File: src/rtl/mips_pkg.sv
// Shared types and constants for the MIPS instruction-fetch stage.
package mips_pkg;

    localparam int          INSTR_W          = 32;
    localparam logic [31:0] NOP_INSTR        = 32'h0000_0000;
    localparam logic [31:0] DEFAULT_RESET_PC = 32'h0000_0000;

    typedef enum logic [1:0] {
        IDLE  = 2'd0,
        FETCH = 2'd1,
        HOLD  = 2'd2
    } fetch_state_t;

    // Instruction fetches are word aligned; redirect targets drop their low bits.
    function automatic logic [31:0] align_word(input logic [31:0] addr);
        return {addr[31:2], 2'b00};
    endfunction

endpackage

File: src/rtl/if_fetch_stage_if.sv
// Fetch-stage bundle: instruction memory, hazard controls, redirects and IF/ID outputs.
interface if_fetch_stage_if;
    import mips_pkg::*;

    logic [31:0]        pc;
    logic [31:0]        pc_4;
    logic               imem_req;
    logic [31:0]        imem_addr;
    logic               imem_ready;
    logic [INSTR_W-1:0] imem_rdata;
    logic               stall;
    logic               flush;
    logic               branch_taken;
    logic [31:0]        branch_target;
    logic               jump;
    logic [31:0]        jump_target;
    logic [INSTR_W-1:0] ifid_instr;
    logic [31:0]        ifid_pc_4;
    logic               ifid_valid;

    modport master (
        output pc, imem_req, imem_addr, ifid_instr, ifid_pc_4, ifid_valid,
        input  pc_4, imem_ready, imem_rdata, stall, flush,
               branch_taken, branch_target, jump, jump_target
    );

    modport slave (
        input  pc, imem_req, imem_addr, ifid_instr, ifid_pc_4, ifid_valid,
        output pc_4, imem_ready, imem_rdata, stall, flush,
               branch_taken, branch_target, jump, jump_target
    );

endinterface

File: src/rtl/if_fetch_stage_ifid_reg.sv
// IF/ID pipeline register; flush beats stall, stall beats load.
module ifid_reg
    import mips_pkg::*;
(
    input  logic               clk,
    input  logic               rst,
    input  logic               load,
    input  logic               stall,
    input  logic               flush,
    input  logic [INSTR_W-1:0] instr_in,
    input  logic [31:0]        pc_4_in,
    output logic [INSTR_W-1:0] instr,
    output logic [31:0]        pc_4,
    output logic               valid
);

    logic [INSTR_W-1:0] instr_q, instr_d;
    logic [31:0]        pc_4_q,  pc_4_d;
    logic               valid_q, valid_d;

    // NOTE: every always_comb output gets a default first so no latch is inferred.
    always_comb begin
        instr_d = instr_q;
        pc_4_d  = pc_4_q;
        valid_d = valid_q;
        if (flush) begin
            instr_d = NOP_INSTR;
            pc_4_d  = 32'h0000_0000;
            valid_d = 1'b0;
        end else if (!stall && load) begin
            instr_d = instr_in;
            pc_4_d  = pc_4_in;
            valid_d = 1'b1;
        end
    end

    // NOTE: sequential state uses non-blocking assignments so all flops update together.
    always_ff @(posedge clk) begin
        if (rst) begin
            instr_q <= NOP_INSTR;
            pc_4_q  <= 32'h0000_0000;
            valid_q <= 1'b0;
        end else begin
            instr_q <= instr_d;
            pc_4_q  <= pc_4_d;
            valid_q <= valid_d;
        end
    end

    assign instr = instr_q;
    assign pc_4  = pc_4_q;
    assign valid = valid_q;

endmodule

File: src/rtl/if_fetch_stage.sv
// MIPS instruction-fetch stage: PC register, next-PC selection, imem request,
// one-entry hold buffer for words returning under stall, and the IF/ID register.
module if_fetch_stage
    import mips_pkg::*;
#(
    parameter logic [31:0] RESET_PC = DEFAULT_RESET_PC
) (
    input  logic             clk,
    input  logic             rst,
    if_fetch_stage_if.master bus
);

    fetch_state_t       state_q, state_d;
    logic [31:0]        pc_q, pc_d;
    logic [INSTR_W-1:0] buf_instr_q, buf_instr_d;
    logic [31:0]        buf_pc_4_q, buf_pc_4_d;

    logic               redirect;
    logic [31:0]        redirect_pc;
    logic               ifid_load;
    logic [INSTR_W-1:0] ifid_instr_in;
    logic [31:0]        ifid_pc_4_in;

    // Redirects are ignored in IDLE; branch wins over jump.
    assign redirect    = (bus.branch_taken || bus.jump) && (state_q != IDLE);
    assign redirect_pc = align_word(bus.branch_taken ? bus.branch_target : bus.jump_target);

    always_comb begin
        state_d       = state_q;
        pc_d          = pc_q;
        buf_instr_d   = buf_instr_q;
        buf_pc_4_d    = buf_pc_4_q;
        ifid_load     = 1'b0;
        ifid_instr_in = bus.imem_rdata;
        ifid_pc_4_in  = bus.pc_4;

        case (state_q)
            IDLE: state_d = FETCH;

            FETCH: begin
                if (redirect) begin
                    pc_d = redirect_pc;
                end else if (bus.imem_ready) begin
                    pc_d = bus.pc_4;
                    if (bus.stall) begin
                        buf_instr_d = bus.imem_rdata;
                        buf_pc_4_d  = bus.pc_4;
                        state_d     = HOLD;
                    end else begin
                        ifid_load = 1'b1;
                    end
                end
            end

            HOLD: begin
                // Leaving HOLD on a redirect simply abandons the buffered word.
                if (redirect) begin
                    pc_d    = redirect_pc;
                    state_d = FETCH;
                end else if (!bus.stall) begin
                    ifid_load     = 1'b1;
                    ifid_instr_in = buf_instr_q;
                    ifid_pc_4_in  = buf_pc_4_q;
                    state_d       = FETCH;
                end
            end

            default: state_d = IDLE;
        endcase
    end

    // NOTE: the hold buffer is a couple of plain flops, so it is reset like any other register.
    always_ff @(posedge clk) begin
        if (rst) begin
            state_q     <= IDLE;
            pc_q        <= RESET_PC;
            buf_instr_q <= NOP_INSTR;
            buf_pc_4_q  <= 32'h0000_0000;
        end else begin
            state_q     <= state_d;
            pc_q        <= pc_d;
            buf_instr_q <= buf_instr_d;
            buf_pc_4_q  <= buf_pc_4_d;
        end
    end

    ifid_reg u_ifid_reg (
        .clk      (clk),
        .rst      (rst),
        .load     (ifid_load),
        .stall    (bus.stall),
        .flush    (bus.flush),
        .instr_in (ifid_instr_in),
        .pc_4_in  (ifid_pc_4_in),
        .instr    (bus.ifid_instr),
        .pc_4     (bus.ifid_pc_4),
        .valid    (bus.ifid_valid)
    );

    assign bus.pc        = pc_q;
    assign bus.imem_addr = pc_q;
    assign bus.imem_req  = (state_q == FETCH);

endmodule

File: src/flat_wrapper.sv
// flat-port wrapper written by rule: the top's interface ports become plain ports
module if_fetch_stage_flat import mips_pkg::*;
#(
    parameter logic [31:0] RESET_PC = DEFAULT_RESET_PC
)
  (clk, rst, bus_pc, bus_imem_req, bus_imem_addr, bus_ifid_instr, bus_ifid_pc_4, bus_ifid_valid, bus_pc_4, bus_imem_ready, bus_imem_rdata, bus_stall, bus_flush, bus_branch_taken, bus_branch_target, bus_jump, bus_jump_target);
  if_fetch_stage_if bus_i ();
  input  logic clk;
  input  logic rst;
  output wire logic [$bits(bus_i.pc)-1:0] bus_pc;
  output wire logic [$bits(bus_i.imem_req)-1:0] bus_imem_req;
  output wire logic [$bits(bus_i.imem_addr)-1:0] bus_imem_addr;
  output wire logic [$bits(bus_i.ifid_instr)-1:0] bus_ifid_instr;
  output wire logic [$bits(bus_i.ifid_pc_4)-1:0] bus_ifid_pc_4;
  output wire logic [$bits(bus_i.ifid_valid)-1:0] bus_ifid_valid;
  input wire logic [$bits(bus_i.pc_4)-1:0] bus_pc_4;
  input wire logic [$bits(bus_i.imem_ready)-1:0] bus_imem_ready;
  input wire logic [$bits(bus_i.imem_rdata)-1:0] bus_imem_rdata;
  input wire logic [$bits(bus_i.stall)-1:0] bus_stall;
  input wire logic [$bits(bus_i.flush)-1:0] bus_flush;
  input wire logic [$bits(bus_i.branch_taken)-1:0] bus_branch_taken;
  input wire logic [$bits(bus_i.branch_target)-1:0] bus_branch_target;
  input wire logic [$bits(bus_i.jump)-1:0] bus_jump;
  input wire logic [$bits(bus_i.jump_target)-1:0] bus_jump_target;
  assign bus_pc = bus_i.pc;
  assign bus_imem_req = bus_i.imem_req;
  assign bus_imem_addr = bus_i.imem_addr;
  assign bus_ifid_instr = bus_i.ifid_instr;
  assign bus_ifid_pc_4 = bus_i.ifid_pc_4;
  assign bus_ifid_valid = bus_i.ifid_valid;
  assign bus_i.pc_4 = bus_pc_4;
  assign bus_i.imem_ready = bus_imem_ready;
  assign bus_i.imem_rdata = bus_imem_rdata;
  assign bus_i.stall = bus_stall;
  assign bus_i.flush = bus_flush;
  assign bus_i.branch_taken = bus_branch_taken;
  assign bus_i.branch_target = bus_branch_target;
  assign bus_i.jump = bus_jump;
  assign bus_i.jump_target = bus_jump_target;
  if_fetch_stage #(.RESET_PC(RESET_PC)) u_core (.clk(clk), .rst(rst), .bus(bus_i));
endmodule
File: config.mk
export PLATFORM = sky130hd
export DESIGN_NAME = if_fetch_stage_flat
export DESIGN_NICKNAME = d
export VERILOG_FILES = /design/src/rtl/mips_pkg.sv /design/src/rtl/if_fetch_stage_if.sv /design/src/rtl/if_fetch_stage_ifid_reg.sv /design/src/rtl/if_fetch_stage.sv /design/src/flat_wrapper.sv
export SDC_FILE = /design/constraint.sdc
export NUM_CORES = 1
export LEC_CHECK = 0
export ABC_AREA = 1
export BUFFER_PORTS_ARGS = -buffer_cell sky130_fd_sc_hd__buf_2
export CAP_MARGIN = 40
export CORE_MARGIN = 1.5
export CORE_UTILIZATION = 30
export DETAILED_ROUTE_END_ITERATION = 8
export PLACE_DENSITY_LB_ADDON = 0.08
export SETUP_SLACK_MARGIN = 0.02
export SYNTH_ARGS = -nofsm -noshare
export SYNTH_HDL_FRONTEND = slang
export SYNTH_SLANG_ARGS = --single-unit
File: constraint.sdc
create_clock -name clk -period 3.1 [get_ports clk]
set_input_delay 0.62 -clock clk [delete_from_list [all_inputs] [get_ports clk]]
set_output_delay 0.62 -clock clk [all_outputs]
set_load 0.01 [all_outputs]
======== Word-level counts from Yosys, hierarchy flattened ========
Cells that the tools add are included.
storage, ports and cells
  register bits ........................... 163
  bits of input ports ..................... 135
  output and inout port bits .............. 130
  logic and storage cells ................. 49
operators by class
  equality and inequality tests ........... 8
  multiplexer cells ....................... 22
  bitwise operators ....................... 1
  reductions and logical operators ........ 11
operator list
  cell                                                                     number
  32-bit 2-to-1 mux                                                        10
  32-bit one-hot mux with 2 select lines                                   1
  2-bit 2-to-1 mux                                                         5
  2-bit by 1-bit inequality test with 1-bit output, second input constant  3
  2-bit one-hot mux with 3 select lines                                    1
  3-bit AND reduction                                                      2
  1-bit 2-to-1 mux                                                         4
  4-bit AND reduction                                                      1
  2-bit nonzero test                                                       2
  3-bit by 1-bit inequality test with 1-bit output, second input constant  1
  3-bit by 2-bit inequality test with 1-bit output, second input constant  1
  2-bit by 1-bit equality test with 1-bit output, second input constant    1
  2-bit equality test, second input constant                               1
  1-bit logical AND                                                        2
  2-bit logical NOT                                                        1
  2-bit inequality test, second input constant                             1
  1-bit one-hot mux with 2 select lines                                    1
  2-bit OR reduction                                                       1
  1-bit logical NOT                                                        1
  1-bit logical OR                                                         1
  1-bit NOT                                                                1

======== Depth between registers and ports, before layout ========
Gate-level depths: netlist of the first run.
  depth in word-level cells ............... 5
  mapped depth ............................ 12
  gate-level depth less buffers ........... 10

======== Hierarchy ========
From an unflattened synthesis of the first run, not the netlist that was laid out.
second synthesis, totals
  cell total of the unflattened synthesis .. 1,491
  area total of the unflattened synthesis .. 9,170.0 um2
by module, submodules not included
  module          times used  cells each  area an instance (um2)  sequential area each (um2)
  if_fetch_stage  1           1,072       6,388.6                 1,961.9
  ifid_reg        1           419         2,781.4                 1,301.2

======== Least setup slack after synthesis of the first run ========
No wires, ideal clock.
  path kind ............................... in2reg
  start point ............................. input port bus_branch_taken
  end point ............................... register u_core.u_ifid_reg.instr_q[14], in the netlist u_core.u_ifid_reg.instr[14]
  setup time .............................. 0.113 ns
  arrival time ............................ 1.836 ns
  data required time ...................... 2.987 ns
  path slack .............................. 1.151 ns
  stages on the path ...................... 10
  path buffers ............................ 4
  cells stage by stage .................... buf_2 > o21ai_4 > nand2_2 > buf_2 > nand2_4 > nand2_2 > buf_6 > buf_4 > nor2_1 > nor2_1
between the ends
  cells in the longest elaborated chain, start to end .. 5
  elaborated cells on any way between the ends .. 8
  classes of those cells .................. 5 x mux; 3 x reduce/logical
RTL lines
  item                                        line                                        RTL
  start, declared                             flat_wrapper.sv:21                          input wire logic [$bits(bus_i.branch_taken)-1:0] bus_branch_taken;
  1-bit logical OR *                          if_fetch_stage.sv:25                        assign redirect = (bus.branch_taken || bus.jump) && (state_q != IDLE);
  1-bit logical AND *                         if_fetch_stage.sv:25
  1-bit 2-to-1 mux, on equally long branches  if_fetch_stage.sv:57, if_fetch_stage.sv:41
  1-bit one-hot mux with 2 select lines       if_fetch_stage.sv:37                        case (state_q)
  1-bit logical AND                           if_fetch_stage_ifid_reg.sv:30               end else if (!stall && load) begin
  end signal, assigned                        if_fetch_stage_ifid_reg.sv:44               instr_q <= instr_d;
  end, declared                               if_fetch_stage_ifid_reg.sv:17               logic [INSTR_W-1:0] instr_q, instr_d;
Mark *: on every way between the ends. The rest lies on a longest branch, timed or not.
A chain may end at the register's enable or synchronous reset.

======== Final worst setup path of the first run ========
  start point ............................. register u_core.state_q[0]
  end point ............................... register u_core.buf_pc_4_q[7]
between the ends
  cells in the longest elaborated chain, start to end .. 4
  elaborated cells on any way between the ends .. 5
  classes of those cells .................. 1 x eq/ne; 1 x bitwise; 3 x reduce/logical
RTL lines
  item                             line                  RTL
  start, declared                  if_fetch_stage.sv:13  fetch_state_t state_q, state_d;
  start signal, assigned           if_fetch_stage.sv:80  state_q <= state_d;
  2-bit nonzero test               if_fetch_stage.sv:25
  1-bit logical AND                if_fetch_stage.sv:25
  1-bit NOT (no line)              n/a
  3-bit AND reduction (no line) *  n/a
  end signal, assigned             if_fetch_stage.sv:83  buf_pc_4_q <= buf_pc_4_d;
  end, declared                    if_fetch_stage.sv:16  logic [31:0] buf_pc_4_q, buf_pc_4_d;
Marks and branches as above.

==> results of run 1 <==
==> critical path, cell delays in order (launching register included) <==
cell and delay, ns:
dfxtp_1 0.37, inv_1 0.09, ha_1 0.20, inv_1 0.13, o21ai_4 0.14, nand3_4 0.10, buf_4 0.62, buf_4 0.51
or2_0 0.16, a21oi_1 0.06
==> metal layers <==
layer | wire (um) | part of all wire [%] | track usage (%) | vias to the layer above
met2 | 11200 | 43 | 27.2 | 216
met3 | 1230 | 4.7 | 3.20 | 15
met5 | 0 | 0 | 0 | -
met1 | 13600 | 52 | 25.3 | 3654
met4 | 269 | 1.0 | 4.38 | 0
li1 | - | - | - | 4610
==> flip-flops by register name, indices dropped and copies added, names as in the netlist <==
| signal | count |
|---|---|
| u_core.u_ifid_reg.pc_4 | 32 |
| u_core.bus.imem_addr | 32 |
| u_core.buf_pc_4_q | 32 |
| u_core.u_ifid_reg.valid | 1 |
| u_core.buf_instr_q | 32 |
| u_core.u_ifid_reg.instr | 32 |
| u_core.state_q | 2 |
==> power by group through the flow <==
stage / clock network (uW) / registers, uW / logic [uW]
after floorplan: 0 / 2430 / 868
after global placement: 0 / 2400 / 1290
after detailed placement: 0 / 2410 / 1290
after CTS: 2240 / 2360 / 1300
after global routing: 2310 / 2380 / 1450
final: 2150 / 2360 / 1280
==> how the worst max path moves through the flow <==
stage / startpoint / end / cells past startpoint
after floorplan: bus_branch_taken / u_core.u_ifid_reg.instr[14] / 10
after global placement: u_core.state_q[0] / u_core.buf_pc_4_q[27] / 9
after detailed placement: u_core.state_q[0] / u_core.buf_pc_4_q[13] / 9
after CTS: u_core.state_q[0] / u_core.buf_pc_4_q[24] / 9
after global routing: u_core.state_q[0] / u_core.buf_pc_4_q[20] / 9
final: u_core.state_q[0] / u_core.buf_pc_4_q[7] / 9
==> final cells by class <==
class,instances,share of cell area (%)
multi-input combinational,967,40.9
tap,384,4.50
inverter,128,4.50
clock buffer,20,4.28
clock inverter,11,1.20
timing repair buffer,279,14.1
sequential,163,30.6
==> stage by stage <==
stage          cell area (sq um)  cells
6_report                   10700   1952
5_1_grt                    10700   1952
4_1_cts                    10700   1952
3_5_place_dp               10100   1921
3_3_place_gp               10100   1920
2_1_floorplan               8700   1384
==> cell usage after synthesis, types with 7 or more instances <==
master / count / area [sq um]
nor2_1: 187 / 702
buf_2: 13 / 65.1
inv_1: 128 / 480
o21ai_0: 176 / 881
and3_1: 7 / 43.8
dfxtp_1: 163 / 3260
or2_0: 39 / 244
nand2_1: 381 / 1430
a21oi_1: 86 / 430
buf_4: 35 / 263
or2_2: 31 / 194
o21bai_1: 15 / 113
clkbuf_1: 72 / 270
nand3_1: 32 / 160
==> logic make-up (layout without fill, tap and decap cells) <==
logic type      after synthesis  count (layout)  synth area share (%)
buf+inv                     254             438                  12.8
fa+ha+maj                     4               4                 0.575
flops                       163             163                  37.5
compound gates              278             278                  16.5
simple gates                685             685                  32.6
==> flow_summary.yaml, run 1 <==
run_status:
  outcome: "finished, final reports clean"
floorplan:
  start_util_pct: 30.4
  die-area_sq_mm: 0.0300
  die_h_um: 173
  die_w_um: 173
  fp-row-count: 62
  core-area_sq_mm: 0.0286
  ios: 265
worst_setup_path:
  r2r_cells: 9
  regToRegSetupSlack_ns: 0.53
  cp-end-kind: "flip-flop"
  critPathArrivalTime_ns: 2.85
  cp-start-kind: "flip-flop"
  rr_startpoint: "u_core.state_q[0]"
  cp_max_fo: 83
  crit_type: "flip-flop to flip-flop"
  r2r-end: "u_core.buf_pc_4_q[7]"
  cp_data_required_time_ns: 3.38
detailed_routing:
  wl_per_cell_um: 13.5
  dr.pass1.iters: 8
  via_per_inst: 4.35
  via_count: 8495
  drcViolationCount: 0
  ant_nets: 0
  routed_wl_um: 26300
  first_iter_violations: 420
global_route:
  grt_pass1_wl_um: 42300
  grt_max_degree: 84
  grt_overflow: 0
  grt_use_total_pct: 17.7
  antenna_found_initial: 0
  grt_pass1_vias: 7648
yosys:
  ys.flop_type: "dfxtp_1"
  syn_nets: 1523
  ys_seq_elements: 163
  syn-cell-area_sq_mm: 0.00870
  synthDistinctLibCells: 23
  syn_avg_cell_area_sq_um: 6.29
  ys_seq_area_share_pct: 37.5
  synth_edf_count: 0
  syn_inst: 1384
  ys_warn_count: 0
  async_reset_ff_share_pct: 0
power:
  p_leak_uw: 0.00544
  p_sw_uw: 1830
  clkPwrFrac_pct: 37.2
  p_int_uw: 3960
  swShare_pct: 31.6
  combPwrFrac_pct: 22.1
  power_frac_seq_pct: 40.7
  p_per_area_mw_per_mm2: 542
  ir_drop_v: 0.000393
  power_uw: 5790
timing:
  rsz0062_at_grt: "false"
  whs_ns: 0.447
  period_minus_slack_ns: 2.57
  setup_violations: 0
  final.setup.tns_ns: 0
  hold_viol_final: 0
  worstMarginPinSlew_ns: 0.786
  final.period_utilization_pct: 82.8
  finalWorstSetupSlack_ns: 0.533
  finalClockSkew_ns: 0.0122
  max_freq_mhz: 390
  drv_slew: 0
  relSlewSlack_pct: 47.6
cells_and_area:
  multi_input_area_sq_mm: 0.00436
  fin_nets: 1695
  final_cell_mix: "nand2_1 (380), buf_2 (259), nor2_1 (186)"
  regArea_sq_mm: 0.00326
  fill_cells: 3151
  drive_above_1_share_pct: 22.2
  mostFrequentLayoutCell: "nand2_1"
  postLayoutCoreUtil_pct: 37.3
  n_antenna_cell: 0
  syn_to_final_growth_pct: 22.7
cts:
  clk_pin_slew_ns: 0.07
  cts_htree_levels: 4
  numCtsBuffers: 17
  clock-sinks: 163
  cts_root_buf: "clkbuf_16"
  clock_latency_ns: 0.43
  cts_tree: "yes"
  clk_path_buf_depth: 2
  post_cts_buffers: 0
  cts_resized: 0
  cts_hold_buf: 0
worst_hold_path:
  whs_endpoint: "u_core.buf_instr_q[31]"
  worstHoldStart: "u_core.buf_instr_q[31]"
  holdPathStages: 2
  min_path_type: "flip-flop to flip-flop"
placement:
  pre_cts_slack_ns: 0.557
  dp_hpwl_um: 17600
  gp_congestion: 0.746
  portBuffers: 260
run:
  maxCapViolations: 0
(Power assumes the default switching activity.)
==> run 2, diff against run 1 <==
--- a/config.mk
+++ b/config.mk
@@ -5,7 +5,7 @@
 export SDC_FILE = /design/constraint.sdc
 export NUM_CORES = 1
 export LEC_CHECK = 0
-export ABC_AREA = 1
+export ABC_AREA = 0
 export BUFFER_PORTS_ARGS = -buffer_cell sky130_fd_sc_hd__buf_2
 export CAP_MARGIN = 40
 export CORE_MARGIN = 1.5
==> constraint.sdc (replaced) <==
create_clock -name clk -period 2.56 [get_ports clk]
set_input_delay 0.512 -clock clk [delete_from_list [all_inputs] [get_ports clk]]
set_output_delay 0.512 -clock clk [all_outputs]
set_load 0.01 [all_outputs]
==> flow_summary.yaml, run 2 <==
run_status:
  outcome: "finished, final reports clean"
yosys:
  yosysTopAreaCell: "dfxtp_1"
  async_reset_ff_share_pct: 0
  yosysMostFrequentCell: "dfxtp_1"
  ys.flop_type: "dfxtp_1"
  syn_nets: 954
  ys_seq_elements: 163
  ys_seq_area_share_pct: 45.8
  syn_avg_cell_area_sq_um: 8.75
  synth_area_leaders: "dfxtp_1 (46%), mux2i_1 (10%), nand2_1 (6.9%)"
  ys_warn_count: 0
  synthDistinctLibCells: 32
  syn-cell-area_sq_mm: 0.00713
  synth_edf_count: 0
  synth_top_area_share_pct: 45.8
  synthTopCellsByCount: "dfxtp_1 (163), nand2_1 (131), mux2i_1 (74), nor2_1 (70), a21oi_1 (68)"
  syn_inst: 815
worst_setup_path:
  worstPathCellList: "inv_1, ha_1, o21ba_2, or3_4, buf_16, mux2i_1, a211oi_1"
  critical-path-top-delay-family: "compound AO/OA/AOI/OAI gates"
  r2r-end: "u_core.u_ifid_reg.pc_4[5]"
  r2r_cells: 7
  cp.buffers_inverters: 2
  rr_startpoint: "u_core.state_q[0]"
  cp-start-kind: "flip-flop"
  regToRegSetupSlack_ns: 0.44
  cp_max_fo: 31
  cp_data_required_time_ns: 2.83
  slowest_delay_ns: 0.36
  crit_type: "flip-flop to flip-flop"
  cp-end-kind: "flip-flop"
  critPathSlowestCell: "dfxtp_1"
  critPathArrivalTime_ns: 2.39
cts:
  cts_htree_levels: 4
  cts_hold_buf: 0
  clock_latency_ns: 0.42
  clock-sinks: 163
  cts_resized: 0
  cts_root_buf: "clkbuf_16"
  post_cts_buffers: 0
  clk_path_buf_depth: 2
  numCtsBuffers: 17
  clk_pin_slew_ns: 0.06
  cts_tree: "yes"
worst_hold_path:
  min_path_type: "input port to flip-flop"
  worstHoldStart: "bus_imem_rdata[20]"
  holdPathStages: 3
  whs_endpoint: "u_core.buf_instr_q[20]"
global_route:
  busiest_layer: "met2"
  antenna_found_initial: 3
  met1_usage_pct: 23.2
  grt_use_met2_pct: 29.2
  grt_max_degree: 66
  gr-usage-met3_pct: 5.56
  grt_use_total_pct: 17.9
  grt_pass1_vias: 5948
  grt_pass1_wl_um: 33700
  grt_overflow: 0
timing:
  relSlewSlack_pct: 44.8
  final.period_utilization_pct: 82.7
  drv_slew: 0
  hold_viol_final: 0
  max_freq_mhz: 472
  period_minus_slack_ns: 2.12
  setup_violations: 0
  worstMarginPinSlew_ns: 0.828
  finalClockSkew_ns: 0.00790
  rsz0062_at_grt: "false"
  final.setup.tns_ns: 0
power:
  p_leak_uw: 0.00413
  swShare_pct: 31.3
  ir_drop_v: 0.000349
  p_int_uw: 4880
  power_frac_seq_pct: 40.6
  p_sw_uw: 2220
  p_per_area_mw_per_mm2: 785
  combPwrFrac_pct: 24.2
  clkPwrFrac_pct: 35.2
detailed_routing:
  wl_per_cell_um: 16.2
  dr.pass1.iters: 4
  first_iter_violations: 305
  drcViolationCount: 0
  ant_nets: 0
  routed_wl_um: 21700
  via_per_inst: 4.68
  via_count: 6279
cells_and_area:
  mostFrequentLayoutCell: "buf_2"
  postLayoutCoreUtil_pct: 38.7
  syn_to_final_growth_pct: 26.9
  final_cell_mix: "buf_2 (260), dfxtp_1 (163), nand2_1 (131)"
  instances_no_fill: 1342
  fin_nets: 1148
  fill_cells: 2480
  final_area_sq_mm: 0.00905
  drive_above_1_share_pct: 31.3
floorplan:
  start_util_pct: 30.5
  ios: 265
  die_w_um: 157
  die-area_sq_mm: 0.0247
  core-area_sq_mm: 0.0234
  fp-row-count: 56
  die_h_um: 157
placement:
  dp_hpwl_um: 14100
  portBuffers: 260
  dpl-instance-area_sq_mm: 0.00848
  place_inst: 1309
  gp_congestion: 0.701
run:
  maxCapViolations: 0
[run 2: layer usage]
metal	vias up	share of wire (%)	wire [um]
met1	2881	46	9890
met2	164	47	10100
met5	-	0.060	13
li1	3224	-	-
met3	8	7.1	1540
met4	2	0.50	109
[run 2: worst max-delay path by stage]
stage	end	cells past startpoint	from	slack, ns
floorplan	u_core.u_ifid_reg.instr[0]	7	bus_branch_taken	0.71
global placement	u_core.u_ifid_reg.instr[30]	6	u_core.state_q[0]	0.26
detailed placement	u_core.bus.imem_addr[20]	5	bus_jump	0.37
CTS	u_core.u_ifid_reg.pc_4[5]	7	u_core.state_q[0]	0.41
global route	u_core.u_ifid_reg.instr[0]	7	u_core.state_q[0]	0.27
finish	u_core.u_ifid_reg.pc_4[5]	7	u_core.state_q[0]	0.44
[run 2: per-stage QoR]
stage | power (uW) | setup WS [ns] | hold WS, ns
final | 7100 | 0.442 | 0.342
after global placement | 4680 | 0.257 | 0.442
after detailed placement | 4690 | 0.373 | 0.446
after CTS | 7220 | 0.415 | 0.321
after global routing | 7510 | 0.274 | 0.327
after floorplan | 4100 | 0.706 | 0.436
[run 2: final cells by class]
type	instances	area [sq um]	share of cell area [%]
Clock inverter	9	108	1.19
Sequential cell	163	3260	36.1
Multi-Input combinational cell	543	3270	36.1
Timing Repair Buffer	280	1530	17.0
Tap cell	319	399	4.41
Inverter	4	15.0	0.166
Antenna cell	3	7.51	0.0830
Clock buffer	21	450	4.98
[run 2: power by group through the flow]
stage / sequential, uW / combinational, uW / clock (uW)
after floorplan: 2990 / 1110 / 0
after global placement: 2940 / 1740 / 0
after detailed placement: 2940 / 1750 / 0
after CTS: 2890 / 1750 / 2580
after global routing: 2920 / 1910 / 2690
final: 2890 / 1720 / 2500
[run 2: kinds of logic (layout without fill, tap and decap cells)]
| family | Yosys count | in the layout | synth area share [%] |
|---|---|---|---|
| buffers and inverters | 109 | 314 | 9.13 |
| other | 0 | 3 | 0 |
| DFF | 163 | 163 | 45.8 |
| muxes | 74 | 74 | 10.4 |
| and+or+nand+nor | 243 | 243 | 13.9 |
| adders and majority gates | 4 | 4 | 0.702 |
| AOI/OAI and AO/OA | 222 | 222 | 20.1 |
[run 2: worst reg2reg max path, stage by stage (launching register included)]
cell	delay (ns)
dfxtp_1	0.36
inv_1	0.09
ha_1	0.23
o21ba_2	0.33
or3_4	0.34
buf_16	0.29
mux2i_1	0.24
a211oi_1	0.09
